[src/rtl/mcpu6bit_mem_responder_if.sv]
// mcpu6bit_mem_responder_if: CPU bus and program-loader signals of the 6-bit CPU memory responder.
//   master : the CPU + loader side (drives cpu_bus, cpu_we_n, ld_en, ld_valid, ld_data)
//   slave  : the memory responder (drives cpu_din, cpu_rst_n, ld_ready, ld_done, io_out)
//   cpu_bus  - {00,addr} while clk=1, accumulator while clk=0
//   cpu_we_n - CPU write enable, active-low
//   cpu_din  - read data to CPU
//   ld_*     - program loader handshake (ld_valid/ld_ready) with enable level and done flag
//   io_out   - memory-mapped output register
interface mcpu6bit_mem_responder_if #(
  parameter int unsigned DW = 6
);
  logic [DW-1:0] cpu_bus;
  logic          cpu_we_n;
  logic [DW-1:0] cpu_din;
  logic          cpu_rst_n;
  logic          ld_en;
  logic          ld_valid;
  logic [DW-1:0] ld_data;
  logic          ld_ready;
  logic          ld_done;
  logic [DW-1:0] io_out;

  modport master (
    output cpu_bus, cpu_we_n, ld_en, ld_valid, ld_data,
    input  cpu_din, cpu_rst_n, ld_ready, ld_done, io_out
  );

  modport slave (
    input  cpu_bus, cpu_we_n, ld_en, ld_valid, ld_data,
    output cpu_din, cpu_rst_n, ld_ready, ld_done, io_out
  );
endinterface

[src/rtl/mcpu6bit_mem_responder.sv]
// mcpu6bit_mem_responder: 2**AW x DW RAM behind the clk-multiplexed 6-bit CPU bus,
// with a handshaked program loader that holds the CPU in reset while loading.
// Ports:
//   clk - clock; address latched on negedge, writes and loader FSM on posedge
//   rst - synchronous, active-low reset
//   bus - mcpu6bit_mem_responder_if.slave (cpu_bus, cpu_we_n, cpu_din, cpu_rst_n,
//         ld_en, ld_valid, ld_data, ld_ready, ld_done, io_out)
// Build option: define MCPU6_MEMRESP_IO_EN to mirror every write to the top address
// into io_out; otherwise io_out is tied to 0 and the top address is plain RAM.
module mcpu6bit_mem_responder #(
  parameter int unsigned AW = 4,
  parameter int unsigned DW = 6
) (
  input  logic                     clk,
  input  logic                     rst,
  mcpu6bit_mem_responder_if.slave  bus
);
  localparam int unsigned DEPTH = 2 ** AW;
  localparam logic [AW-1:0] LAST_ADDR = AW'(DEPTH - 1);

  typedef enum logic [1:0] {
    IDLE = 2'd0,
    LOAD = 2'd1,
    DONE = 2'd2
  } ld_state_t;

  ld_state_t     ld_state, ld_state_nx;
  logic [AW-1:0] ld_ptr, ld_ptr_nx;
  logic [AW-1:0] addr_q;
  logic          wr_en;
  logic [AW-1:0] wr_addr;
  logic [DW-1:0] wr_data;
  logic          ld_ready_q, ld_done_q, cpu_rst_n_q;
  logic [DW-1:0] mem [DEPTH];

  // Address phase ends at the falling edge; capture the address bits there.
  always_ff @(negedge clk) begin
    if (!rst) addr_q <= '0;
    else      addr_q <= bus.cpu_bus[AW-1:0];
  end

  // Read path is combinational so data is settled during the clk-low phase.
  assign bus.cpu_din = mem[addr_q];

  // Loader state register and registered handshake/reset outputs.
  always_ff @(posedge clk) begin
    if (!rst) begin
      ld_state    <= IDLE;
      ld_ptr      <= '0;
      ld_ready_q  <= 1'b0;
      ld_done_q   <= 1'b0;
      cpu_rst_n_q <= 1'b0;
    end else begin
      ld_state    <= ld_state_nx;
      ld_ptr      <= ld_ptr_nx;
      ld_ready_q  <= (ld_state_nx == LOAD);
      ld_done_q   <= (ld_state_nx == DONE);
      // Drop CPU reset as soon as a load starts; release it one cycle after IDLE resumes.
      cpu_rst_n_q <= (ld_state == IDLE) && (ld_state_nx == IDLE);
    end
  end

  assign bus.ld_ready  = ld_ready_q;
  assign bus.ld_done   = ld_done_q;
  assign bus.cpu_rst_n = cpu_rst_n_q;

  // Next state and write-port selection; CPU writes only in IDLE, so ports never collide.
  always_comb begin
    ld_state_nx = ld_state;
    ld_ptr_nx   = ld_ptr;
    wr_en       = 1'b0;
    wr_addr     = addr_q;
    wr_data     = bus.cpu_bus;
    unique case (ld_state)
      IDLE: begin
        wr_en = !bus.cpu_we_n;
        if (bus.ld_en) begin
          ld_state_nx = LOAD;
          ld_ptr_nx   = '0;
        end
      end
      LOAD: begin
        // A dropped enable aborts before any further word is taken.
        if (!bus.ld_en) begin
          ld_state_nx = IDLE;
        end else if (bus.ld_valid) begin
          wr_en     = 1'b1;
          wr_addr   = ld_ptr;
          wr_data   = bus.ld_data;
          ld_ptr_nx = ld_ptr + AW'(1);
          if (ld_ptr == LAST_ADDR) ld_state_nx = DONE;
        end
      end
      DONE: begin
        if (!bus.ld_en) ld_state_nx = IDLE;
      end
      default: ld_state_nx = IDLE;
    endcase
    if (!rst) wr_en = 1'b0;
  end

  // RAM array: contents survive reset.
  always_ff @(posedge clk) begin
    if (wr_en) mem[wr_addr] <= wr_data;
  end

`ifdef MCPU6_MEMRESP_IO_EN
  logic [DW-1:0] io_q;

  // Output register shadows every write to the top address.
  always_ff @(posedge clk) begin
    if (!rst)                                io_q <= '0;
    else if (wr_en && (wr_addr == LAST_ADDR)) io_q <= wr_data;
  end

  assign bus.io_out = io_q;
`else
  assign bus.io_out = '0;
`endif

endmodule

[src/flat_wrapper.sv]
// flat-port wrapper written by rule: the top's interface ports become plain ports
module mcpu6bit_mem_responder_flat 
#(
  parameter int unsigned AW = 4,
  parameter int unsigned DW = 6
)
  (clk, rst, bus_cpu_bus, bus_cpu_we_n, bus_ld_en, bus_ld_valid, bus_ld_data, bus_cpu_din, bus_cpu_rst_n, bus_ld_ready, bus_ld_done, bus_io_out);
  mcpu6bit_mem_responder_if #(.DW(DW)) bus_i ();
  input  logic clk;
  input  logic rst;
  input wire logic [$bits(bus_i.cpu_bus)-1:0] bus_cpu_bus;
  input wire logic [$bits(bus_i.cpu_we_n)-1:0] bus_cpu_we_n;
  input wire logic [$bits(bus_i.ld_en)-1:0] bus_ld_en;
  input wire logic [$bits(bus_i.ld_valid)-1:0] bus_ld_valid;
  input wire logic [$bits(bus_i.ld_data)-1:0] bus_ld_data;
  output wire logic [$bits(bus_i.cpu_din)-1:0] bus_cpu_din;
  output wire logic [$bits(bus_i.cpu_rst_n)-1:0] bus_cpu_rst_n;
  output wire logic [$bits(bus_i.ld_ready)-1:0] bus_ld_ready;
  output wire logic [$bits(bus_i.ld_done)-1:0] bus_ld_done;
  output wire logic [$bits(bus_i.io_out)-1:0] bus_io_out;
  assign bus_i.cpu_bus = bus_cpu_bus;
  assign bus_i.cpu_we_n = bus_cpu_we_n;
  assign bus_i.ld_en = bus_ld_en;
  assign bus_i.ld_valid = bus_ld_valid;
  assign bus_i.ld_data = bus_ld_data;
  assign bus_cpu_din = bus_i.cpu_din;
  assign bus_cpu_rst_n = bus_i.cpu_rst_n;
  assign bus_ld_ready = bus_i.ld_ready;
  assign bus_ld_done = bus_i.ld_done;
  assign bus_io_out = bus_i.io_out;
  mcpu6bit_mem_responder #(.AW(AW), .DW(DW)) u_core (.clk(clk), .rst(rst), .bus(bus_i));
endmodule
[config.mk]
export PLATFORM = sky130hd
export DESIGN_NAME = mcpu6bit_mem_responder_flat
export DESIGN_NICKNAME = d
export VERILOG_FILES = /design/src/rtl/mcpu6bit_mem_responder_if.sv /design/src/rtl/mcpu6bit_mem_responder.sv /design/src/flat_wrapper.sv
export SDC_FILE = /design/constraint.sdc
export NUM_CORES = 1
export LEC_CHECK = 0
export ABC_AREA = 1
export CORE_MARGIN = 2
export CORE_UTILIZATION = 59
export CTS_BUF_LIST = sky130_fd_sc_hd__clkbuf_16
export CTS_CLUSTER_DIAMETER = 80
export DETAILED_ROUTE_END_ITERATION = 10
export HOLD_SLACK_MARGIN = 0.03
export PLACE_DENSITY = 0.8
export SKIP_CTS_REPAIR_TIMING = 1
export SLEW_MARGIN = 20
export SYNTH_ARGS = -nofsm -noshare
export SYNTH_HDL_FRONTEND = slang
export SYNTH_SLANG_ARGS = --single-unit
[constraint.sdc]
create_clock -name clk -period 2.1 [get_ports clk]
set_input_delay 0.21 -clock clk [delete_from_list [all_inputs] [get_ports clk]]
set_output_delay 0.21 -clock clk [all_outputs]
set_load 0.02 [all_outputs]
### After elaboration in Yosys (flattened, before gate mapping)

Memories as Yosys holds them, arrays and structs flattened.
Index checks and enable logic that the tools add are counted.
Widths: inputs -> output; s select.

* add/sub/neg operators: 1
* multiplexer cells: 22
* reductions and logical operators: 6
* equality and inequality tests: 8

Operators with widths (count)
* $mux 4: 6
* $mux 6: 3
* $mux 2: 5
* $pmux 4 s2: 1
* $ne 2x2->1 const B: 3
* $pmux 2 s3: 1
* $mux 1: 5
* $add 4x1->4 const B: 1
* $eq 2x1->1 const B: 2
* $eq 2x2->1 const B: 2
* $eq 4x4->1 const B: 1
* $logic_not 2->1: 2
* $reduce_and 4->1: 1
* $pmux 1 s2: 1
* $reduce_bool 2->1: 1
* $logic_and 1x1->1: 1
* $logic_not 1->1: 1

* flip-flop bits (word level): 13
* bits in writable memories: 96
* output and inout bits: 15
* memories kept: 1
* word-level logic and storage cells: 44
* input bits: 17

Memories
* u_core.mem: depth 16, width 6, rd ports 1, clocked after Yosys merged registers in 0, write ports 1, line mcpu6bit_mem_responder.sv:34 `logic [DW-1:0] mem [DEPTH];`

### Depth between registers and ports, before layout

* depth after elaboration: 7
* mapped depth: 8
* depth with buffers taken out: 8

==> flow_summary.html <==
<table>
<tr><th>Metric</th><th>Value</th></tr>
<tr><th colspan="2">Run status</th></tr>
<tr><td>Status</td><td>finished, violations left</td></tr>
<tr><td>Violations in the final reports</td><td>setup timing</td></tr>
<tr><th colspan="2">Critical path</th></tr>
<tr><td>Type of the setup path with the least slack</td><td>flip-flop to output port</td></tr>
<tr><td>Biggest fanout along the worst timing path</td><td>11</td></tr>
<tr><td>R2r endpoint</td><td>u_core.mem[11][4]$_DFFE_PP_</td></tr>
<tr><td>Logic depth of the worst register-to-register path</td><td>8</td></tr>
<tr><td>Critical-path cell with the highest stage delay</td><td>sky130_fd_sc_hd__dfxtp_4</td></tr>
<tr><td>Startpoint Class</td><td>flip-flop</td></tr>
<tr><td>Cell seen most often among critical-path stages</td><td>sky130_fd_sc_hd__nand2_1</td></tr>
<tr><td>CP arrival</td><td>~2.7 ns</td></tr>
<tr><td>Required time at the endpoint of the critical path</td><td>roughly 1.9 ns</td></tr>
<tr><td>Critical path cell sequence</td><td>inv_8 &gt; buf_12 &gt; nand2_1 &gt; nand2_1 &gt; nand2_1 &gt; nand3_1 &gt; nand3_2 &gt; nand2_2 &gt; buf_6</td></tr>
<tr><td>Register-to-Register Setup Slack</td><td>-0.74 ns</td></tr>
<tr><td>Largest stage delay on the critical path</td><td>roughly 0.44 ns</td></tr>
<tr><td>Category of the worst setup path capture point</td><td>output port</td></tr>
<tr><td>Source of the worst register-to-register timing path</td><td>u_core.addr_q[0]$_SDFF_NN0_</td></tr>
<tr><th colspan="2">Placed design</th></tr>
<tr><td>Setup slack at placement</td><td>-0.826 ns</td></tr>
<tr><td>Placed Instance Area</td><td>5610 um^2</td></tr>
<tr><td>Detailed-placement wirelength estimate</td><td>7540 um</td></tr>
<tr><td>Weighted congestion reported at the end of routability-driven placement</td><td>0.890</td></tr>
<tr><td>IO buf count</td><td>25</td></tr>
<tr><th colspan="2">Cells and area</th></tr>
<tr><td>Share of final-layout standard cells stronger than drive strength 1</td><td>23.7%</td></tr>
<tr><td>Count of nets after finishing</td><td>571</td></tr>
<tr><td>Total inserted antenna cells</td><td>0</td></tr>
<tr><td>Design Area, Final</td><td>6200 um^2</td></tr>
<tr><td>Filler cells</td><td>519</td></tr>
<tr><td>Layout Area Growth over Synthesis</td><td>26.3%</td></tr>
<tr><th colspan="2">Floorplan</th></tr>
<tr><td>Die Area</td><td>9070 um^2</td></tr>
<tr><td>Floorplan core area</td><td>8130 um^2</td></tr>
<tr><td>Count of standard-cell rows</td><td>33</td></tr>
<tr><td>Die span in y</td><td>95.2 um</td></tr>
<tr><td>Width of the die</td><td>95.2 um</td></tr>
<tr><td>Initial cell density of the core</td><td>60.4%</td></tr>
<tr><td>I/O pin total</td><td>32</td></tr>
<tr><th colspan="2">Logic synthesis</th></tr>
<tr><td>Share of synthesized area occupied by flip-flops and latches</td><td>between 60% and 70%</td></tr>
<tr><td>Number of library cell types mapped by synthesis</td><td>25</td></tr>
<tr><td>Top-area cell type share of the netlist area</td><td>58.7%</td></tr>
<tr><td>Summed instance area of the synthesized netlist</td><td>~5000 um^2</td></tr>
<tr><td>Synth Instances</td><td>roughly 510</td></tr>
<tr><td>Share of synthesized cell area in and, or, nand and nor gates</td><td>23.3%</td></tr>
<tr><td>Synthesized area per cell</td><td>9.59 um^2</td></tr>
<tr><td>#FFs+latches synth</td><td>109</td></tr>
<tr><td>Synth Area in Compound Gates</td><td>1.07%</td></tr>
<tr><td>Multiplexer fraction of the synthesized cell area</td><td>1.38%</td></tr>
<tr><td>Parity-gate share of the synthesized area counting xor and xnor cells</td><td>0%</td></tr>
<tr><td>Number of warning messages in the yosys log</td><td>0</td></tr>
<tr><td>Largest area contributor in the synthesized netlist</td><td>sky130_fd_sc_hd__edfxtp_1</td></tr>
<tr><td>Synthesized-area fraction occupied by adder cells</td><td>0.255%</td></tr>
<tr><td>Synth top area cells</td><td>sky130_fd_sc_hd__edfxtp_1, sky130_fd_sc_hd__nand2_1, sky130_fd_sc_hd__nand3_1</td></tr>
<tr><td>Main combinational cell family by area after synthesis</td><td>simple AND/OR/NAND/NOR gates</td></tr>
<tr><th colspan="2">Timing</th></tr>
<tr><td>Final hold vios</td><td>0</td></tr>
<tr><td>Setup TNS</td><td>-69.25 ns</td></tr>
<tr><td>Number of failing setup endpoints in the final timing report</td><td>102</td></tr>
<tr><td>Pins over their slew limit</td><td>0</td></tr>
<tr><td>Max Clock Skew</td><td>approximately 0.063 ns</td></tr>
<tr><td>RSZ-0062 raised after global routing</td><td>true</td></tr>
<tr><td>Setup WS post-layout</td><td>-0.821 ns</td></tr>
<tr><th colspan="2">CTS</th></tr>
<tr><td>TritonCTS clock tree</td><td>yes</td></tr>
<tr><td>Max H-tree Level</td><td>3</td></tr>
<tr><td>Clock latency at the later pin of the worst-skew pair</td><td>just over 0.4 ns</td></tr>
<tr><td>Deepest clock path buffer count</td><td>2</td></tr>
<tr><td>Clock Tree Root</td><td>sky130_fd_sc_hd__clkbuf_16</td></tr>
<tr><td>Clk sink count</td><td>109</td></tr>
<tr><td>Number of buffers added by the clock tree synthesis step</td><td>9</td></tr>
<tr><td>Post-CTS clock slew at the launch and capture registers of the worst setup and hold paths</td><td>0.07 ns</td></tr>
<tr><th colspan="2">Job</th></tr>
<tr><td>Total of max-cap violations</td><td>0</td></tr>
<tr><th colspan="2">GRT</th></tr>
<tr><td>Sum of overflow across all layers after global routing</td><td>0</td></tr>
<tr><td>Antenna violations before repair</td><td>0</td></tr>
<tr><td>Largest net degree at the start of global routing</td><td>between 40 and 50</td></tr>
<tr><td>Total track usage</td><td>a little over a quarter</td></tr>
<tr><td>Number of global-route vias before repair</td><td>roughly 3500</td></tr>
<tr><td>First-pass GRT wire length</td><td>17500 um</td></tr>
<tr><th colspan="2">Drt</th></tr>
<tr><td>Initial drt markers</td><td>439</td></tr>
<tr><td>Number of vias in the routed layout</td><td>~3800</td></tr>
<tr><td>Number of DRC violations after detailed routing</td><td>0</td></tr>
<tr><td>Detail-routed net length per standard cell</td><td>18.9 um</td></tr>
<tr><td>Via density</td><td>approximately 5.7</td></tr>
<tr><td>Pre-antenna DRT Iters</td><td>5</td></tr>
<tr><td>Antenna Nets Post-Route</td><td>0</td></tr>
<tr><td>Final wirelength</td><td>approximately 13000 um</td></tr>
<tr><th colspan="2">Power and ir drop</th></tr>
<tr><td>Power per unit of standard cell area</td><td>740 nW/um^2</td></tr>
<tr><td>Worst ir drop on vdd</td><td>0.536 mV</td></tr>
<tr><td>Leak Pwr</td><td>2.61 nW</td></tr>
<tr><td>Tot Pwr</td><td>between 4 and 5 mW</td></tr>
<tr><th colspan="2">Worst hold path</th></tr>
<tr><td>Hold crit path type</td><td>input pin to flip-flop</td></tr>
<tr><td>Startpoint of the worst hold path</td><td>bus_ld_en</td></tr>
<tr><td>Hold path cells</td><td>3</td></tr>
<tr><td>Hold Path Sink</td><td>u_core.ld_state[0]$_SDFF_PN0_</td></tr>
</table>
[layer usage]
metal	wire (um)	global-route usage (%)	vias to the layer above
met1	4750	36.0	1784
met4	418	10.3	0
met5	0	0	-
met2	6140	42.8	250
met3	1210	5.06	47
li1	-	-	1728
[critical path: cells and delay by family, from the launching register on]
family        cells  cell delay [ns]
flops             1             0.44
simple gates      6             0.47
buf+inv           3             0.35
[worst max-delay path by stage]
| stage | from | end | cells after the start |
|---|---|---|---|
| finish | u_core.addr_q[0]$_SDFF_NN0_ | bus_cpu_din[2] | 9 |
| CTS | u_core.addr_q[0]$_SDFF_NN0_ | bus_cpu_din[5] | 9 |
| global route | u_core.addr_q[0]$_SDFF_NN0_ | bus_cpu_din[2] | 8 |
| floorplan | u_core.addr_q[0]$_SDFF_NN0_ | u_core.mem[11][0]$_DFFE_PP_ | 7 |
| detailed placement | u_core.addr_q[0]$_SDFF_NN0_ | bus_cpu_din[5] | 9 |
| global placement | u_core.addr_q[0]$_SDFF_NN0_ | bus_cpu_din[5] | 8 |
[power breakdown]
group,total [mW],internal (mW),switching [mW]
combinational,0.528,0.198,0.330
clock,1.67,0.841,0.829
sequential,2.39,2.38,0.0128
[cells in the mapped netlist (all sizes together)]
| master | n |
|---|---|
| a21oi | 2 |
| buf | 18 |
| clkbuf | 8 |
| conb | 1 |
| dfxtp | 13 |
| edfxtp | 96 |
| ha | 1 |
| inv | 93 |
| mux2 | 6 |
| nand2 | 152 |
| nand3 | 82 |
| nand3b | 1 |
| nand4 | 2 |
| nor2 | 23 |
| nor3 | 3 |
| nor3b | 1 |
| nor4 | 3 |
| o21ai | 7 |
[layout by cell type (no fill, tap or decap)]
cell / n
sky130_fd_sc_hd__nand2_1: 130
sky130_fd_sc_hd__edfxtp_1: 96
sky130_fd_sc_hd__inv_1: 91
sky130_fd_sc_hd__nand3_1: 50
sky130_fd_sc_hd__nand3_2: 28
sky130_fd_sc_hd__clkdlybuf4s50_1: 19
sky130_fd_sc_hd__nand2_2: 17
sky130_fd_sc_hd__nor2_4: 17
sky130_fd_sc_hd__clkbuf_16: 12
sky130_fd_sc_hd__buf_4: 12
sky130_fd_sc_hd__dfxtp_1: 12
sky130_fd_sc_hd__buf_6: 7
sky130_fd_sc_hd__mux2_2: 6
sky130_fd_sc_hd__nor2_1: 6
sky130_fd_sc_hd__conb_1: 6
sky130_fd_sc_hd__buf_12: 6
sky130_fd_sc_hd__nand2_4: 5
sky130_fd_sc_hd__o21ai_2: 4
sky130_fd_sc_hd__nand3_4: 4
sky130_fd_sc_hd__inv_8: 3
sky130_fd_sc_hd__inv_4: 3
sky130_fd_sc_hd__nor4_1: 3
sky130_fd_sc_hd__o21ai_0: 3
sky130_fd_sc_hd__nor3_1: 3
sky130_fd_sc_hd__inv_6: 2
sky130_fd_sc_hd__nand4_1: 2
sky130_fd_sc_hd__a21oi_1: 2
sky130_fd_sc_hd__clkinv_4: 2
sky130_fd_sc_hd__inv_2: 1
sky130_fd_sc_hd__nand3b_1: 1
sky130_fd_sc_hd__nor3b_1: 1
sky130_fd_sc_hd__ha_1: 1
sky130_fd_sc_hd__clkinvlp_4: 1
sky130_fd_sc_hd__buf_8: 1
sky130_fd_sc_hd__dfxtp_4: 1
[stage by stage]
| stage | instances | util (%) | hold slack [ns] |
|---|---|---|---|
| 2_1_floorplan | 517 | - | 0.282 |
| 3_3_place_gp | 639 | 69.0 | 0.475 |
| 3_5_place_dp | 639 | 69.0 | 0.491 |
| 4_1_cts | 658 | 72.7 | 0.493 |
| 5_1_grt | 663 | 76.2 | 0.516 |
| 6_report | 663 | 76.2 | 0.498 |
[area by class of cell]
| class | instances | area, um^2 | share of cell area (%) |
|---|---|---|---|
| Sequential cell | 109 | 3150 | 50.7 |
| Multi-Input combinational cell | 289 | 1690 | 27.2 |
| Timing Repair Buffer | 48 | 569 | 9.18 |
| Inverter | 92 | 363 | 5.85 |
| Clock buffer | 9 | 225 | 3.63 |
| Tap cell | 105 | 131 | 2.12 |
| Clock inverter | 11 | 77.6 | 1.25 |
[registers in the layout, summed over array words and instances, names as in the netlist]
| signal | count |
|---|---|
| u_core.mem | 96 |
| u_core.bus.cpu_rst_n | 1 |
| u_core.bus.ld_ready | 1 |
| u_core.bus.ld_done | 1 |
| u_core.ld_state | 2 |
| u_core.addr_q | 4 |
| u_core.ld_ptr | 4 |
[kinds of logic after synthesis]
group,after synthesis
buffers and inverters,119
adders and majority gates,1
AOI/OAI and AO/OA,9
and+or+nand+nor,267
muxes,6
DFF,109
other,1
(Power assumes the default switching activity.)
